`src/rtl/calc_alu_requester_pkg.sv`:
```
// Shared definitions for the calculator ALU requester: FSM states, key kinds,
// ALU op codes and error codes.
package calc_pkg;

    typedef enum logic [2:0] {
        ST_IDLE   = 3'd0,
        ST_GOT_A  = 3'd1,
        ST_GOT_OP = 3'd2,
        ST_GOT_B  = 3'd3,
        ST_ISSUE  = 3'd4,
        ST_WAIT   = 3'd5,
        ST_RESULT = 3'd6
    } state_t;

    localparam logic [3:0] OP_ADD = 4'b0001;
    localparam logic [3:0] OP_MUL = 4'b0010;
    localparam logic [3:0] OP_DIV = 4'b0100;

    localparam logic [1:0] KIND_DIGIT  = 2'b00;
    localparam logic [1:0] KIND_OP     = 2'b01;
    localparam logic [1:0] KIND_EQUALS = 2'b10;
    localparam logic [1:0] KIND_CLEAR  = 2'b11;

    localparam logic [1:0] ERR_NONE    = 2'b00;
    localparam logic [1:0] ERR_SEQ     = 2'b01;
    localparam logic [1:0] ERR_TIMEOUT = 2'b10;
    localparam logic [1:0] ERR_INV_OP  = 2'b11;

    // Division by zero is rejected here so the ALU never sees it.
    function automatic logic op_is_legal(input logic [3:0] op, input logic [3:0] b);
        return (op == OP_ADD) || (op == OP_MUL) || ((op == OP_DIV) && (b != 4'd0));
    endfunction

endpackage

```
`src/rtl/calc_alu_requester_if.sv`:
```
// Keypad, ALU and result-port signals of the requester bundled in one interface.
// master = requester side, slave = environment (keypad, ALU, display) side.
interface calc_alu_requester_if;

    logic       key_valid;
    logic [1:0] key_kind;
    logic [3:0] key_data;
    logic       key_ready;

    logic       alu_sel;
    logic       wr_enable;
    logic [3:0] first_nr;
    logic [3:0] second_nr;
    logic [3:0] operation;
    logic       alu_done;
    logic [7:0] result_uncoded;

    logic       res_valid;
    logic [7:0] res_data;
    logic       res_ready;
    logic [1:0] err_code;

    modport master (
        input  key_valid, key_kind, key_data, alu_done, result_uncoded, res_ready,
        output key_ready, alu_sel, wr_enable, first_nr, second_nr, operation,
               res_valid, res_data, err_code
    );

    modport slave (
        output key_valid, key_kind, key_data, alu_done, result_uncoded, res_ready,
        input  key_ready, alu_sel, wr_enable, first_nr, second_nr, operation,
               res_valid, res_data, err_code
    );

endinterface

```
`src/rtl/calc_alu_requester_wait_timer.sv`:
```
// WAIT-state cycle counter: counts while enabled, flags the last allowed cycle.
module alu_wait_timer #(
    parameter int TIMEOUT_CYCLES = 64
) (
    input  logic clk,
    input  logic rst,
    input  logic i_clear,
    input  logic i_enable,
    output logic o_expired
);

    localparam logic [7:0] LAST_COUNT = 8'(TIMEOUT_CYCLES - 1);

    logic [7:0] r_count;
    logic       w_at_last;

    assign w_at_last = (r_count == LAST_COUNT);
    assign o_expired = i_enable && w_at_last;

    // Saturates at the last count so a stalled clear cannot wrap it around.
    always_ff @(posedge clk or posedge rst) begin
        if (rst) begin
            r_count <= 8'd0;
        end else if (i_clear) begin
            r_count <= 8'd0;
        end else if (i_enable && !w_at_last) begin
            r_count <= r_count + 8'd1;
        end
    end

endmodule

```
`src/rtl/calc_alu_requester.sv`:
```
// Collects keypad tokens into one ALU operation, runs it with a timeout and
// hands the 8-bit result downstream over a valid/ready port.
module calc_alu_requester
    import calc_pkg::*;
#(
    parameter int TIMEOUT_CYCLES = 64
) (
    input  logic                  clk,
    input  logic                  rst,
    calc_alu_requester_if.master  bus
);

    state_t     r_state;
    state_t     w_state_next;
    logic [3:0] r_a;
    logic [3:0] w_a_next;
    logic [3:0] r_b;
    logic [3:0] w_b_next;
    logic [3:0] r_op;
    logic [3:0] w_op_next;
    logic [1:0] r_err;
    logic [1:0] w_err_next;
    logic [7:0] r_res;
    logic [7:0] w_res_next;

    logic w_key_ready;
    logic w_accept;
    logic w_in_wait;
    logic w_expired;

    assign w_key_ready = (r_state == ST_IDLE)   || (r_state == ST_GOT_A) ||
                         (r_state == ST_GOT_OP) || (r_state == ST_GOT_B);
    assign w_accept    = bus.key_valid && w_key_ready;
    assign w_in_wait   = (r_state == ST_WAIT);

    alu_wait_timer #(
        .TIMEOUT_CYCLES (TIMEOUT_CYCLES)
    ) u_wait_timer (
        .clk       (clk),
        .rst       (rst),
        .i_clear   (!w_in_wait),
        .i_enable  (w_in_wait),
        .o_expired (w_expired)
    );

    always_ff @(posedge clk or posedge rst) begin
        if (rst) begin
            r_state <= ST_IDLE;
            r_a     <= 4'd0;
            r_b     <= 4'd0;
            r_op    <= 4'd0;
            r_err   <= ERR_NONE;
            r_res   <= 8'd0;
        end else begin
            r_state <= w_state_next;
            r_a     <= w_a_next;
            r_b     <= w_b_next;
            r_op    <= w_op_next;
            r_err   <= w_err_next;
            r_res   <= w_res_next;
        end
    end

    always_comb begin
        w_state_next = r_state;
        w_a_next     = r_a;
        w_b_next     = r_b;
        w_op_next    = r_op;
        w_err_next   = r_err;
        w_res_next   = r_res;

        unique case (r_state)
            ST_IDLE, ST_GOT_A, ST_GOT_OP, ST_GOT_B: begin
                if (w_accept) begin
                    if (bus.key_kind == KIND_CLEAR) begin
                        w_state_next = ST_IDLE;
                        w_a_next     = 4'd0;
                        w_b_next     = 4'd0;
                        w_op_next    = 4'd0;
                        w_err_next   = ERR_NONE;
                    end else begin
                        // Any token kind not handled below is dropped and flagged.
                        case (r_state)
                            ST_IDLE: begin
                                if (bus.key_kind == KIND_DIGIT) begin
                                    w_a_next     = bus.key_data;
                                    w_state_next = ST_GOT_A;
                                end else begin
                                    w_err_next = ERR_SEQ;
                                end
                            end
                            ST_GOT_A: begin
                                if (bus.key_kind == KIND_DIGIT) begin
                                    w_a_next = bus.key_data;
                                end else if (bus.key_kind == KIND_OP) begin
                                    w_op_next    = bus.key_data;
                                    w_state_next = ST_GOT_OP;
                                end else begin
                                    w_err_next = ERR_SEQ;
                                end
                            end
                            ST_GOT_OP: begin
                                if (bus.key_kind == KIND_DIGIT) begin
                                    w_b_next     = bus.key_data;
                                    w_state_next = ST_GOT_B;
                                end else begin
                                    w_err_next = ERR_SEQ;
                                end
                            end
                            default: begin
                                if (bus.key_kind == KIND_DIGIT) begin
                                    w_b_next = bus.key_data;
                                end else if (bus.key_kind == KIND_EQUALS) begin
                                    if (op_is_legal(r_op, r_b)) begin
                                        w_state_next = ST_ISSUE;
                                        w_err_next   = ERR_NONE;
                                    end else begin
                                        w_state_next = ST_IDLE;
                                        w_err_next   = ERR_INV_OP;
                                    end
                                end else begin
                                    w_err_next = ERR_SEQ;
                                end
                            end
                        endcase
                    end
                end
            end
            ST_ISSUE: begin
                w_state_next = ST_WAIT;
            end
            ST_WAIT: begin
                // A completion in the final counted cycle beats the timeout.
                if (bus.alu_done) begin
                    w_res_next   = bus.result_uncoded;
                    w_state_next = ST_RESULT;
                end else if (w_expired) begin
                    w_err_next   = ERR_TIMEOUT;
                    w_state_next = ST_IDLE;
                end
            end
            ST_RESULT: begin
                if (bus.res_ready) begin
                    w_state_next = ST_IDLE;
                end
            end
            default: begin
                w_state_next = ST_IDLE;
            end
        endcase
    end

    assign bus.key_ready = w_key_ready;
    assign bus.alu_sel   = (r_state == ST_ISSUE) || (r_state == ST_WAIT);
    assign bus.wr_enable = (r_state == ST_ISSUE);
    assign bus.first_nr  = r_a;
    assign bus.second_nr = r_b;
    assign bus.operation = r_op;
    assign bus.res_valid = (r_state == ST_RESULT);
    assign bus.res_data  = r_res;
    assign bus.err_code  = r_err;

endmodule

```
`src/flat_wrapper.sv`:
```
// flat-port wrapper written by rule: the top's interface ports become plain ports
module calc_alu_requester_flat import calc_pkg::*;
#(
    parameter int TIMEOUT_CYCLES = 64
)
  (clk, rst, bus_key_valid, bus_key_kind, bus_key_data, bus_alu_done, bus_result_uncoded, bus_res_ready, bus_key_ready, bus_alu_sel, bus_wr_enable, bus_first_nr, bus_second_nr, bus_operation, bus_res_valid, bus_res_data, bus_err_code);
  calc_alu_requester_if bus_i ();
  input  logic clk;
  input  logic rst;
  input wire logic [$bits(bus_i.key_valid)-1:0] bus_key_valid;
  input wire logic [$bits(bus_i.key_kind)-1:0] bus_key_kind;
  input wire logic [$bits(bus_i.key_data)-1:0] bus_key_data;
  input wire logic [$bits(bus_i.alu_done)-1:0] bus_alu_done;
  input wire logic [$bits(bus_i.result_uncoded)-1:0] bus_result_uncoded;
  input wire logic [$bits(bus_i.res_ready)-1:0] bus_res_ready;
  output wire logic [$bits(bus_i.key_ready)-1:0] bus_key_ready;
  output wire logic [$bits(bus_i.alu_sel)-1:0] bus_alu_sel;
  output wire logic [$bits(bus_i.wr_enable)-1:0] bus_wr_enable;
  output wire logic [$bits(bus_i.first_nr)-1:0] bus_first_nr;
  output wire logic [$bits(bus_i.second_nr)-1:0] bus_second_nr;
  output wire logic [$bits(bus_i.operation)-1:0] bus_operation;
  output wire logic [$bits(bus_i.res_valid)-1:0] bus_res_valid;
  output wire logic [$bits(bus_i.res_data)-1:0] bus_res_data;
  output wire logic [$bits(bus_i.err_code)-1:0] bus_err_code;
  assign bus_i.key_valid = bus_key_valid;
  assign bus_i.key_kind = bus_key_kind;
  assign bus_i.key_data = bus_key_data;
  assign bus_i.alu_done = bus_alu_done;
  assign bus_i.result_uncoded = bus_result_uncoded;
  assign bus_i.res_ready = bus_res_ready;
  assign bus_key_ready = bus_i.key_ready;
  assign bus_alu_sel = bus_i.alu_sel;
  assign bus_wr_enable = bus_i.wr_enable;
  assign bus_first_nr = bus_i.first_nr;
  assign bus_second_nr = bus_i.second_nr;
  assign bus_operation = bus_i.operation;
  assign bus_res_valid = bus_i.res_valid;
  assign bus_res_data = bus_i.res_data;
  assign bus_err_code = bus_i.err_code;
  calc_alu_requester #(.TIMEOUT_CYCLES(TIMEOUT_CYCLES)) u_core (.clk(clk), .rst(rst), .bus(bus_i));
endmodule
```
`config.mk`:
```
export PLATFORM = sky130hd
export DESIGN_NAME = calc_alu_requester_flat
export DESIGN_NICKNAME = d
export VERILOG_FILES = /design/src/rtl/calc_alu_requester_pkg.sv /design/src/rtl/calc_alu_requester_if.sv /design/src/rtl/calc_alu_requester_wait_timer.sv /design/src/rtl/calc_alu_requester.sv /design/src/flat_wrapper.sv
export SDC_FILE = /design/constraint.sdc
export NUM_CORES = 1
export LEC_CHECK = 0
export CAP_MARGIN = 20
export CORE_MARGIN = 10
export CORE_UTILIZATION = 60
export DETAILED_ROUTE_END_ITERATION = 8
export DONT_BUFFER_PORTS = 1
export PLACE_DENSITY = 0.72
export SLEW_MARGIN = 20
export SYNTH_ARGS = -nofsm -noshare
export SYNTH_HDL_FRONTEND = slang
export SYNTH_SLANG_ARGS = --single-unit
export TNS_END_PERCENT = 100
```
`constraint.sdc`:
```
create_clock -name clk -period 4.8 [get_ports clk]
set_input_delay 0.96 -clock clk [delete_from_list [all_inputs] [get_ports clk]]
set_output_delay 0.96 -clock clk [all_outputs]
set_load 0.01 [all_outputs]
```
==> results of run 1 <==
## flip-flops by register name, summed over array words and instances, names as in the netlist
register and count:
u_core.bus.second_nr 4, u_core.u_wait_timer.r_count 8, u_core.bus.err_code 2, u_core.bus.operation 4
u_core.bus.first_nr 4, u_core.bus.res_data 8, u_core.r_state 3
## stage by stage
stage	setup slack, ps	total power [uW]	hold WS (ps)	std cells
finish	2395	887.5	500.4	189
global route	2311	938.1	550.7	189
CTS	2365	900.7	506.5	189
detailed placement	2296	683.2	489.7	181
global placement	2374	672.6	464.3	181
floorplan	2471	636.0	440.9	154
## final timing paths
| check | from | end | slack (ps) |
|---|---|---|---|
| setup / recovery | u_core.r_state[2]$_DFFE_PP0P_ | bus_res_valid | 2390 |
| hold / removal | u_core.u_wait_timer.r_count[5]$_DFFE_PP0P_ | u_core.u_wait_timer.r_count[5]$_DFFE_PP0P_ | 500 |
| setup reg to reg | u_core.r_state[2]$_DFFE_PP0P_ | u_core.bus.operation[2]$_DFFE_PP0P_ | 2920 |
| hold reg to reg | u_core.u_wait_timer.r_count[5]$_DFFE_PP0P_ | u_core.u_wait_timer.r_count[5]$_DFFE_PP0P_ | 500 |
| max in group asynchronous | rst | u_core.bus.second_nr[3]$_DFFE_PP0P_ | 3940 |
| min in group asynchronous | rst | u_core.u_wait_timer.r_count[7]$_DFFE_PP0P_ | 570 |
## cell type report
| class | instances | area (um2) |
|---|---|---|
| well taps | 31 | 38.79 |
| fillers | 215 | 929.6 |
| clock buffers | 5 | 37.54 |
| inverters | 9 | 33.78 |
| multi-input cells | 107 | 838.3 |
| flip-flops and latches | 33 | 825.8 |
| repair buffers | 1 | 7.507 |
| clock inverters | 3 | 46.29 |
## routing by layer
metal,GRT usage,vias up,share of wire
met5,0,-,0
met4,0.06211,0,0.020
met3,0.07941,9,0.11
met2,0.2027,38,0.48
met1,0.1517,567,0.40
li1,-,550,-
## cell families (layout without fill, tap and decap cells)
logic type,count (synthesis),count (layout)
AOI/OAI and AO/OA,25,25
xor gates and xnor gates,7,7
adders and majority gates,5,5
buffers and inverters,14,18
DFF,33,33
muxes,22,22
and+or+nand+nor,48,48
## report_power, final
group | total (uW) | switching [uW] | leakage (uW) | internal [uW]
combinational | 209 | 86.4 | 0.000379 | 122
sequential | 466 | 115 | 0.000430 | 351
clock | 213 | 103 | 0.0000414 | 110
## cell usage in the layout, fill, tap and decap left out, types with 3 or more instances in the layout
cell type  netlist  final
dfrtp_1         33     33
nor2b_1          6      6
ha_1             5      5
xor2_1           3      3
mux2_2          17     17
o21ai_0          4      4
inv_1            8      8
clkbuf_4         0      5
a21oi_1          7      7
nand2_1         12     12
nor2_1          11     11
xnor2_1          4      4
mux2_4           5      5
==> results by group, run 1 <==
Clock network
  – Cts bufs inserted: 5
  – Htree depth: 2
  – CTS max path bufs: 2
  – CTS sink count: 33
  – CTS tree: built
  – Clock-pin slew on the worst setup and hold paths: 110 ps
  – Number of post-CTS setup repair buffers: 0
  – # hold bufs at CTS: 0
  – Clock Tree Root: clkbuf_4
  – Clock Latency Late Sink: between 300 and 400 ps
  – CTS resizes: 0

Synthesis
  – Post-Synth XOR/XNOR Area: 0.03538
  – Largest area contributor in the netlist: dfrtp_1
  – Synth Area in Adders: 0.03610
  – Synth Area in Simple Gates: 0.1545
  – Post-synthesis mux area share: 0.1538
  – Post-synth EDFFs: 0
  – Post-Syn Nets: approximately 180
  – Yosys reg bits: 33
  – Area fraction of the dominant cell type after synthesis: 0.4765
  – Largest family of logic cells by synthesized area: simple AND/OR/NAND/NOR gates
  – Mapped Avg Cell Area: between 10 and 15 um2
  – Top-count cell post-synth: dfrtp_1
  – Synthesized instance count: approximately 150
  – Yosys warns: 0
  – Sequential area share after synthesis: 0.4765
  – Post-synth ARST share: 1.000
  – Mapped cell area: 1733 um2
  – Commonest cells in the netlist: 33 x dfrtp_1, 17 x mux2_2, 12 x nand2_1
  – Top_reg_cell synth: dfrtp_1
  – Library cells used by synthesis: 42
  – Complex-gate fraction of the synthesized area: 0.1040
  – Top cells by area, synth: dfrtp_1 48%, mux2_2 11%, mux2_4 4.3%, ha_1 3.6%, nand2_1 2.6%

Critical path
  – CP endpoint kind: output port
  – Levels on crit path: 2
  – CP Cell Sequence: inv_2 -> nor3_1
  – Setup CP Type: reg -> out
  – WP buf/inv: 1
  – R2r worst-path depth: 4
  – Arr. time, crit path: around 1500 ps
  – CP startpoint kind: flop
  – Slowest cell on crit path: dfrtp_1
  – WP data required: approximately 3800 ps
  – Crit path max fanout: 9
  – CP max stage delay: between 500 and 600 ps
  – Crit path max-delay family: flip-flops

Layout
  – Ant diodes: 0
  – Nets@finish: 181
  – Share of cells above drive strength 1: 0.2468
  – Post-layout util: 0.6629
  – Area Growth Syn to Fin: 5.487%
  – Post-Layout Inst Area: approximately 1800 um2

Timing
  – Unrepaired setup endpoints after global routing: no
  – Final Hold Fails: 0
  – Final Max Tran Viols: 0
  – Period Utilization, post-route: 0.5011
  – Setup total negative slack: 0 ps
  – Peak Freq: a little over 400 MHz
  – Min cycle time layout: ~2400 ps
  – Slew margin rel.: 0.6535
  – Final setup skew: roughly 7.6 ps
  – Final setup viols: 0
  – Worst Max-Slew Pin Slew: 514.4 ps

Floorplanning
  – Die area: 5438 um2
  – I/O pin total: 45
  – Die height: about 74 um
  – Core ar.: about 2800 um2
  – Initial Util: 0.6284
  – DIE WIDTH: approximately 74 um
  – Num rows: 19

Power and ir drop
  – Pleak: roughly 0.00085 uW
  – Cell Pwr Density: between 400 and 500 nW/um2
  – VDD IR max: ~0.00048 V

Global route
  – Initial antenna violation count: 0
  – GRT Residual Overflow: 0
  – First-pass GRT wire length: between 5 and 6 mm
  – Largest net degree at the start of global routing: 34
  – GR Util All Layers: 0.1356
  – Vias in the first global route: approximately 1200

Place
  – Port Buf Inserts: 0
  – RD Place Congestion: around 0.86
  – DP Area: approximately 1700 um2
  – Hpwl dp: ~2.8 mm

Min path
  – WHS Path Cells: 1
  – Hold/Removal Path Class: reg -> reg

Detailed routing
  – Vias: roughly 1200
  – Post-DR vias/cell: between 6 and 7
  – Residual DRC: 0
  – Detail Route Antenna Nets: 0
  – Iteration-0 DRC Markers: 87
  – 1st-pass router iterations: 4
  – Drt total wl: 3.589 mm
  – Routed len/inst: around 19 um

Run
  – Max cap viols: 0

Run status
  – Outcome: finished, final reports clean
Note: power is estimated with default switching activity, not from simulation.
==> run 2, diff against run 1 <==
ABC_AREA = 1   (was default)
clock period = 2.35 ns   (was 4.8 ns; I/O delays follow)
==> results by group, run 2 <==
Run status
  – Outcome: finished, final reports clean (unchanged)

Timing
  – Min cycle time layout: between 2000 and 2500 ps
  – Final Max Tran Viols: 0 (unchanged)
  – Slew margin rel.: 0.6737 (was 0.6535)
  – Final setup viols: 0 (unchanged)
  – Final Hold Fails: 0 (unchanged)
  – Slack of the critical path: 299.8 ps (was 2395 ps)
  – Worst Max-Slew Pin Slew: 489.4 ps (was 514.4 ps)
  – Worst hold slack: 94.21 ps (was 500.4 ps)
  – Final setup skew: 10.56 ps (was 7.577 ps)
  – Unrepaired setup endpoints after global routing: no (unchanged)
  – Setup total negative slack: 0 ps (unchanged)
  – Period Utilization, post-route: 0.8724
  – Peak Freq: 487.8 MHz

Synthesis
  – Yosys reg bits: 33 (unchanged)
  – Mapped cell area: 1792 um2 (was 1733 um2)
  – Largest area contributor in the netlist: dfrtp_1 (unchanged)
  – Top_reg_cell synth: dfrtp_1 (unchanged)
  – Area fraction of the dominant cell type after synthesis: 0.4609 (was 0.4765)
  – Mapped Avg Cell Area: 7.999 um2 (was 11.25 um2)
  – Yosys warns: 0 (unchanged)
  – Library cells used by synthesis: 31 (was 42)
  – Synthesized instance count: 224 (was 154)
  – Post-synth EDFFs: 0 (unchanged)
  – Top-count cell post-synth: nand2_1 (was dfrtp_1)
  – Post-synth ARST share: 1.000 (unchanged)
  – Sequential area share after synthesis: 0.4609 (was 0.4765)
  – Post-Syn Nets: 248 (was 178)
  – Top cells by area, synth: dfrtp_1 46%, nand2_1 16%, inv_1 4.0%, o21ai_0 3.6%, ha_1 3.5% (was dfrtp_1 48%, mux2_2 11%, mux2_4 4.3%, ha_1 3.6%, nand2_1 2.6%)
  – Commonest cells in the netlist: 76 x nand2_1, 33 x dfrtp_1, 19 x inv_1 (was 33 x dfrtp_1, 17 x mux2_2, 12 x nand2_1)

Detailed routing
  – Vias: 1459 (was 1164)
  – Iteration-0 DRC Markers: 197 (was 87)
  – Detail Route Antenna Nets: 0 (unchanged)
  – Routed len/inst: 15.48 um (was 18.99 um)
  – Post-DR vias/cell: 5.590 (was 6.159)
  – Residual DRC: 0 (unchanged)
  – 1st-pass router iterations: 4 (unchanged)
  – Drt total wl: 4.040 mm (was 3.589 mm)

Power and ir drop
  – VDD IR max: 0.0006042 V (was 0.0004763 V)
  – Cell Pwr Density: 1049 nW/um2 (was 485.5 nW/um2)
  – Pleak: 0.0009434 uW (was 0.0008504 uW)

Clock network
  – Number of post-CTS setup repair buffers: 0 (unchanged)
  – CTS tree: built (unchanged)
  – Clock-pin slew on the worst setup and hold paths: 110 ps (about the same)
  – Clock Tree Root: clkbuf_4 (unchanged)
  – Cts bufs inserted: 5 (unchanged)
  – # hold bufs at CTS: 0 (unchanged)
  – Clock Latency Late Sink: 330 ps (was 340 ps)
  – CTS sink count: 33 (unchanged)
  – CTS max path bufs: 2 (unchanged)
  – CTS resizes: 0 (unchanged)
  – Htree depth: 2 (unchanged)

Place
  – DP Worst Slack: 659.4 ps (was 2296 ps)
  – Port Buf Inserts: 0 (unchanged)
  – RD Place Congestion: 0.8996 (was 0.8610)
  – Hpwl dp: 3.175 mm (was 2.781 mm)
  – Cell count after placement: 253 (was 181)

Critical path
  – CP max stage delay: 660 ps (was 550 ps)
  – Setup CP Type: reg -> out (unchanged)
  – CP Cell Sequence: inv_2 -> nor3_1 (unchanged)
  – Slowest cell on crit path: dfrtp_1 (unchanged)
  – WP data required: 1880 ps (was 3840 ps)
  – CP startpoint kind: flop (unchanged)
  – Crit path max fanout: 11 (was 9)
  – Arr. time, crit path: 1580 ps (was 1450 ps)
  – CP endpoint kind: output port (unchanged)

Floorplanning
  – Core ar.: 2805 um2 (was 2758 um2)
  – Die area: 5572 um2 (was 5438 um2)
  – Die height: 74.65 um (was 73.74 um)
  – DIE WIDTH: 74.65 um (was 73.74 um)
  – Num rows: 19 (unchanged)
  – I/O pin total: 45 (unchanged)
  – Initial Util: 0.6387 (was 0.6284)

Layout
  – Final std cells w/o fill: 261 (was 189)
  – Ant diodes: 0 (unchanged)
  – Most frequent cells in the layout: 76 x nand2_1, 33 x dfrtp_1, 19 x inv_1 (was 33 x dfrtp_1, 17 x mux2_2, 12 x nand2_1)
  – Commonest non-fill, non-tap cell in the layout: nand2_1 (was dfrtp_1)
  – # fillers: 245 (was 215)
  – Area Growth Syn to Fin: 3.631% (was 5.487%)
  – Share of cells above drive strength 1: 0.1348 (was 0.2468)
  – Nets@finish: 253 (was 181)
  – Sequential cell area: 825.8 um2 (unchanged)
  – Post-layout util: 0.6619 (was 0.6629)
  – Multi-input logic area: 825.8 um2 (was 838.3 um2)

Global route
  – GR Util All Layers: 0.1564 (was 0.1356)
  – Largest net degree at the start of global routing: 34 (unchanged)
  – Initial antenna violation count: 0 (unchanged)
  – Vias in the first global route: 1528 (was 1196)
  – GRT Residual Overflow: 0 (unchanged)
  – First-pass GRT wire length: 6.858 mm (was 5.699 mm)

Run
  – Max cap viols: 0 (unchanged)

Min path
  – Hold/Removal Path Class: in -> async (was reg -> reg)
## run 2: power by group
group | internal (uW) | total (uW) | leakage (uW) | switching [uW]
logic | 209 | 586 | 0.000479 | 378
clock network | 118 | 314 | 0.0000255 | 196
registers | 749 | 1050 | 0.000439 | 298
## run 2: worst paths after layout
kind                            slack [ps]                                       start                                         end  cells past startpoint
worst max-delay path                   300               u_core.r_state[2]$_DFFE_PP0P_                               bus_wr_enable                      2
worst min-delay path                    90                                         rst  u_core.u_wait_timer.r_count[2]$_DFFE_PP0P_                      2
worst max register to register         740               u_core.r_state[2]$_DFFE_PP0P_               u_core.r_state[2]$_DFFE_PP0P_                      6
worst min register to register         540  u_core.u_wait_timer.r_count[0]$_DFFE_PP0P_  u_core.u_wait_timer.r_count[0]$_DFFE_PP0P_                      1
max in group asynchronous             1960                                         rst         u_core.bus.second_nr[1]$_DFFE_PP0P_                      2
min in group clk                       240                       bus_result_uncoded[3]          u_core.bus.res_data[3]$_DFFE_PP0P_                      2
## run 2: worst max-delay path, delay by kind of cell (launching register included)
kind,cells,cell delay (ps)
and+or+nand+nor,1,400
buffers and inverters,1,180
DFF,1,660
## run 2: final cells by class
type	count	share of cell area
Multi-Input combinational cell	161	0.4447
Clock buffer	7	0.02426
Tap cell	31	0.02089
Clock inverter	1	0.004043
Inverter	27	0.05728
Sequential cell	33	0.4447
Timing Repair Buffer	1	0.004043
## run 2: stage by stage
step	power, uW	area (um2)
3_3_place_gp	1624	1804
4_1_cts	1958	1857
5_1_grt	2119	1857
3_5_place_dp	1650	1804
6_report	1948	1857
2_1_floorplan	1502	1792
## run 2: per-layer routing
metal / GRT usage / vias up / share of wire
met5: 0 / - / 0
li1: - / 723 / -
met3: 0.06965 / 7 / 0.084
met2: 0.2642 / 42 / 0.48
met1: 0.1779 / 687 / 0.42
met4: 0.03782 / 0 / 0.010
## run 2: cells by family (layout without fill, tap and decap cells)
family / after synthesis / after routing / synth area share
adder cells (fa/ha/maj): 5 / 5 / 0.03492
multiplexers: 1 / 1 / 0.005587
XOR/XNOR: 3 / 3 / 0.01467
buffers and inverters: 30 / 36 / 0.07821
flip-flops: 33 / 33 / 0.4609
AO/OA/AOI/OAI: 31 / 31 / 0.09427
AND/OR/NAND/NOR: 121 / 121 / 0.3115
